`config.mk`:
```
export PLATFORM = sky130hd
export DESIGN_NAME = stack_replayer
export DESIGN_NICKNAME = d
export VERILOG_FILES = /design/src/rtl/stack_pkg.sv /design/src/rtl/settle_timer.sv /design/src/rtl/stack_replayer.sv
export SDC_FILE = /design/constraint.sdc
export NUM_CORES = 1
export LEC_CHECK = 0
export BUFFER_PORTS_ARGS = -buffer_cell sky130_fd_sc_hd__buf_2
export CORE_ASPECT_RATIO = 0.6
export CORE_UTILIZATION = 43
export CTS_BUF_LIST = sky130_fd_sc_hd__clkbuf_2
export CTS_CLUSTER_DIAMETER = 200
export CTS_CLUSTER_SIZE = 25
export DETAILED_ROUTE_END_ITERATION = 10
export PLACE_DENSITY = 0.69
export SLEW_MARGIN = 40
export SYNTH_ARGS = -nofsm -noshare
export SYNTH_HDL_FRONTEND = slang
export SYNTH_HIERARCHICAL = 1
export SYNTH_SLANG_ARGS = --single-unit
```
`constraint.sdc`:
```
create_clock -name clk -period 6.25 [get_ports clk]
set_clock_uncertainty 0.2 [all_clocks]
set_input_delay 0 -clock clk [delete_from_list [all_inputs] [get_ports clk]]
set_output_delay 0 -clock clk [all_outputs]
set_load 0.01 [all_outputs]
```
`src/rtl/stack_pkg.sv`:
```
// Shared types and constants for the stack replayer and its stack partner.
//   state_t   : replayer FSM states
//   STK_W     : stack data width
//   STK_DEPTH : usable stack capacity
//   sym_t     : one stack symbol
package stack_pkg;

    localparam int STK_W     = 2;
    localparam int STK_DEPTH = 255;

    typedef logic [STK_W-1:0] sym_t;

    typedef enum logic [2:0] {
        LOAD,
        PSETTLE,
        REPLAY_WAIT,
        PRESENT,
        DONE
    } state_t;

endpackage

```
`src/rtl/settle_timer.sv`:
```
// Loadable down-counter that marks the end of a stack settle window.
//   clk, rst : clock, synchronous active-high reset
//   load     : restart the window (counter := SETTLE)
//   done     : high in the last cycle of the window
// The window is SETTLE cycles long, counted from the cycle after load.
// SETTLE must be at least 1.
module settle_timer #(
    parameter int SETTLE = 2
) (
    input  logic clk,
    input  logic rst,
    input  logic load,
    output logic done
);

    localparam int TW = (SETTLE < 2) ? 1 : $clog2(SETTLE + 1);

    logic [TW-1:0] cnt;

    always_ff @(posedge clk) begin
        if (rst) begin
            cnt <= '0;
        end else if (load) begin
            cnt <= TW'(SETTLE);
        end else if (cnt != '0) begin
            cnt <= cnt - 1'b1;
        end
    end

    assign done = (cnt == TW'(1));

endmodule

```
`src/rtl/stack_replayer.sv`:
```
// Pushes a terminated symbol stream onto an external push/pop stack, then
// pops it back out and replays the symbols in reverse order.
//   clk, rst                      : clock, synchronous active-high reset
//   in_valid/in_ready/in_data/in_last     : input symbol stream
//   out_valid/out_ready/out_data/out_last : reversed replay stream
//   stk_push/stk_pop/stk_din      : stack commands (one-cycle pulses)
//   stk_full/stk_empty/stk_top    : stack status, sampled after SETTLE cycles
//   count    : symbols currently held on the stack
//   busy     : not in LOAD
//   overflow : sticky, a symbol was dropped
//   mismatch : sticky, stk_empty disagreed with count at a sample point
module stack_replayer
    import stack_pkg::*;
#(
    parameter int W      = STK_W,
    parameter int DEPTH  = STK_DEPTH,
    parameter int SETTLE = 2,
    parameter int CW     = $clog2(DEPTH + 1)
) (
    input  logic          clk,
    input  logic          rst,
    input  logic          in_valid,
    output logic          in_ready,
    input  logic [W-1:0]  in_data,
    input  logic          in_last,
    output logic          out_valid,
    input  logic          out_ready,
    output logic [W-1:0]  out_data,
    output logic          out_last,
    output logic          stk_push,
    output logic          stk_pop,
    output logic [W-1:0]  stk_din,
    input  logic          stk_full,
    input  logic          stk_empty,
    input  logic [W-1:0]  stk_top,
    output logic [CW-1:0] count,
    output logic          busy,
    output logic          overflow,
    output logic          mismatch
);

    state_t        state, state_n;
    logic [CW-1:0] count_n;
    logic          last_seen, last_seen_n;
    logic          out_valid_n, out_last_n;
    logic [W-1:0]  out_data_n, stk_din_n;
    logic          stk_push_n, stk_pop_n;
    logic          overflow_n, mismatch_n;
    logic          tmr_load, tmr_done;

    // One timer serves both settle windows; they never overlap.
    settle_timer #(.SETTLE(SETTLE)) u_timer (
        .clk  (clk),
        .rst  (rst),
        .load (tmr_load),
        .done (tmr_done)
    );

    always_ff @(posedge clk) begin
        if (rst) begin
            state     <= LOAD;
            count     <= '0;
            last_seen <= 1'b0;
            out_valid <= 1'b0;
            out_data  <= '0;
            out_last  <= 1'b0;
            stk_push  <= 1'b0;
            stk_pop   <= 1'b0;
            stk_din   <= '0;
            overflow  <= 1'b0;
            mismatch  <= 1'b0;
        end else begin
            state     <= state_n;
            count     <= count_n;
            last_seen <= last_seen_n;
            out_valid <= out_valid_n;
            out_data  <= out_data_n;
            out_last  <= out_last_n;
            stk_push  <= stk_push_n;
            stk_pop   <= stk_pop_n;
            stk_din   <= stk_din_n;
            overflow  <= overflow_n;
            mismatch  <= mismatch_n;
        end
    end

    always_comb begin
        state_n     = state;
        count_n     = count;
        last_seen_n = last_seen;
        out_valid_n = out_valid;
        out_data_n  = out_data;
        out_last_n  = out_last;
        stk_push_n  = 1'b0;
        stk_pop_n   = 1'b0;
        stk_din_n   = stk_din;
        overflow_n  = overflow;
        mismatch_n  = mismatch;
        tmr_load    = 1'b0;
        case (state)
            LOAD: begin
                if (in_valid) begin
                    last_seen_n = in_last;
                    tmr_load    = 1'b1;
                    state_n     = PSETTLE;
                    // Saturation guard: count can never exceed DEPTH.
                    if (count < CW'(DEPTH) && !stk_full) begin
                        stk_push_n = 1'b1;
                        stk_din_n  = in_data;
                        count_n    = count + 1'b1;
                    end else begin
                        overflow_n = 1'b1;
                    end
                end
            end
            PSETTLE: begin
                if (tmr_done) begin
                    if (last_seen) begin
                        tmr_load = 1'b1;
                        state_n  = REPLAY_WAIT;
                    end else begin
                        state_n = LOAD;
                    end
                end
            end
            REPLAY_WAIT: begin
                if (tmr_done) begin
                    if (stk_empty != (count == '0)) mismatch_n = 1'b1;
                    if (count == '0) begin
                        state_n = DONE;
                    end else begin
                        out_valid_n = 1'b1;
                        out_data_n  = stk_top;
                        out_last_n  = (count == CW'(1));
                        state_n     = PRESENT;
                    end
                end
            end
            PRESENT: begin
                if (out_ready) begin
                    out_valid_n = 1'b0;
                    out_last_n  = 1'b0;
                    stk_pop_n   = 1'b1;
                    count_n     = count - 1'b1;
                    tmr_load    = 1'b1;
                    state_n     = REPLAY_WAIT;
                end
            end
            DONE:    state_n = LOAD;
            default: state_n = LOAD;
        endcase
    end

    assign in_ready = (state == LOAD);
    assign busy     = (state != LOAD);

endmodule

```
==> results.tsv <==
metric	value	unit
status	finished clean	
Simple-Gate Fraction of Synth Area	29.30	%
Min Clock Period, post-route	3.269	ns
GRT Total Usage	21.00	%
row cnt	14	
WP data arrival	3.35	ns
Area Growth Syn to Fin	30.37	%
Synth Net Count	160	
largest net degree at the start of global routing	25	
post-CTS setup buffers	0	
CP cell instances	nor2_1, and2_1, nor3b_1, mux2i_1, dlygate4sd3_1, nor2_1, dlygate4sd3_1	
total power	343.8	uW
Placer Congestion	0.8750	
CP delay by family, top	simple AND/OR/NAND/NOR gates	
CTS Buffer Depth	2	
Post-Layout Inst Area	0.001670	sq mm
Synth warnings	6	
Final period util	52.31	%
post-synth cell types	49	
Worst EP required	6.34	ns
setup violators final	0	
Relative slew margins	60.40	%
Initial Utilization	48.12	%
global-route wire length before repair	5092	microns
Worst-path clk slew	0.25	ns
grt ovf	0	
# IOs	31	
# diodes	0	
startpoint types	flip-flop	
max_cap viols	0	
DIE WIDTH	72.47	microns
crit path buf inv count	2	
total iterations of the first detailed-routing run	4	
vias per inst	5.390	
vias in the first global route	1098	
clk sink count	24	
Setup TNS Final	0	ns
Num CTS Buffers	3	
CP max stage cell	dlygate4sd3_1	
drt total wl	3151	microns
# DRC	0	
synthesized instance count	146	
leak pwr	0.7194	nW
mux cell area share after synthesis	5.566	%
Max Clk Rate	305.9	MHz
final count of hold timing violations	0	
Hold/Removal Path Class	input port to flip-flop	
PD cells	205.8	mW/mm^2
RSZ-0062 raised after global routing	no	
final core occ	62.74	%
Worst Setup End Kind	flip-flop	
Synth Area in Compound Gates	14.65	%
via count	1245	
Synth Area in Adders	2.930	%
Chip Height	44.28	microns
Placeable Area	0.002663	sq mm
final number of max-transition violations	0	
EDFF count, synth	0	
ys async rst share	0	%
H-tree depth	1	
Mapped Area	0.001281	sq mm
Die Area	0.003209	sq mm
final net count	206	
slowest stage delay, CP	0.56	ns
Worst-Skew Late Latency	0.35	ns
violation count after the first detailed-route iteration	160	
critical path fanouts, max	13	
sequential share of the synthesized area	37.50	%
IO Port Bufs	30	
Yosys reg bits	24	
XOR/XNOR Fraction of Synth Area	5.469	%
CTS tree	yes	
Worst Tran Pin Value	0.5928	ns
Placed Area	0.001445	sq mm
syn avg cell area	8.776	sq um
wire per inst	13.64	microns
largest family of logic cells by synthesized area	simple AND/OR/NAND/NOR gates	
CTS root buf	clkbuf_2	
worst vdd rail ir drop	0.0001291	V
initial antenna violation count	0	
CP Class	flip-flop to flip-flop	
layout cell share with drive strength beyond 1	22.51	%
Hold Worst Slack	0.03872	ns
Post-DRT Antenna Nets	0	
Most used DFF post-synth	dfxtp_1	
DP HPWL	2161	microns
-- synthesized netlist by cell type (all sizes together) (2+ instances only) --
library cell  instances  area, sq um
a21oi                 7        46.30
ha                    3        37.54
nor4                  3        25.02
mux2i                 6        60.06
inv                   6        22.52
nor2b                 3        18.77
dfxtp                24        480.5
o221ai                3        26.28
nand2                 6        22.52
xnor2                 4        35.03
nor3                  7        35.03
nand2b                2        12.51
nor2                 20        75.07
or4                   2        18.77
o21ai                 5        28.78
nand3                 7        35.03
clkbuf                5        20.01
buf                   2        16.26
xor2                  4        35.03
or3                   4        30.03
nand3b                2        15.01
nand4                 2        18.77
-- cell families after synthesis --
logic type / Yosys count
and+or+nand+nor: 65
AOI/OAI and AO/OA: 26
DFF: 24
buffers and inverters: 13
xor gates and xnor gates: 8
muxes: 7
adders and majority gates: 3
-- cell usage in the layout (no fill, tap or decap), types with 2 or more instances in the layout --
cell type	n
buf_2	30
dfxtp_1	24
nor2_1	20
dlygate4sd3_1	18
nor3_1	7
nand3_1	7
inv_1	6
nand2_1	6
a21oi_1	6
mux2i_1	6
xor2_1	4
o21ai_0	4
xnor2_1	4
or3_1	3
nor2b_1	3
o221ai_1	3
ha_1	3
clkbuf_2	3
nand3b_1	2
nand2b_1	2
nor4_1	2
-- worst min-delay path, delay by kind of cell --
family | cells | cell delay (ns)
compound gates | 2 | 0.20
buf+inv | 1 | 0.11
simple gates | 3 | 0.26
-- path summary, 6_finish.rpt --
kind | end | startpoint | slack [ns] | cells past startpoint
max | stk_din[1] | state[0] | 2.98 | 7
min | u_timer/cnt[1] | in_valid | 0.04 | 6
max reg2reg | stk_din[1] | state[0] | 2.98 | 7
min reg2reg | overflow | overflow | 0.27 | 2
-- power by group --
group | internal, mW | switching [mW]
combinational | 0.0339 | 0.0340
sequential | 0.160 | 0.00944
clock | 0.0551 | 0.0511
total | 0.249 | 0.0945
-- what timing repair did --
item,CTS,global route
hold buffers,18,0
gates resized for setup,0,0
endpoints found under the setup margin,0,0
hold endpoints to repair,24,0
-- registers in the layout, summed over array words and instances, names as in the netlist --
name and cells:
u_timer/cnt 2, mismatch 1, overflow 1, count 8, out_valid 1, stk_din 2
out_last 1, stk_pop 1, stk_push 1, state 3, last_seen 1, out_data 2
-- area by class of cell --
class	instances	area (sq um)
fill	238	992.2
tap	40	50.05
inverter	6	22.52
sequential	24	480.5
multi-input combinational	109	742.0
clock buffer	3	15.01
timing repair buffer	48	330.3
clock inverter	1	30.03
-- routing by layer --
layer	track usage, %	wire length [microns]
met1	29.38	1572
met2	33.27	1332
met3	5.695	223
met4	3.529	23
met5	0	0
-- metrics by stage --
| step | worst slack [ns] | instances |
|---|---|---|
| floorplan | 4.239 | 146 |
| global placement | 4.128 | 209 |
| detailed placement | 4.082 | 209 |
| CTS | 3.007 | 231 |
| global route | 2.782 | 231 |
| finish | 2.981 | 231 |
No activity file was read; power rests on OpenSTA's default activity.
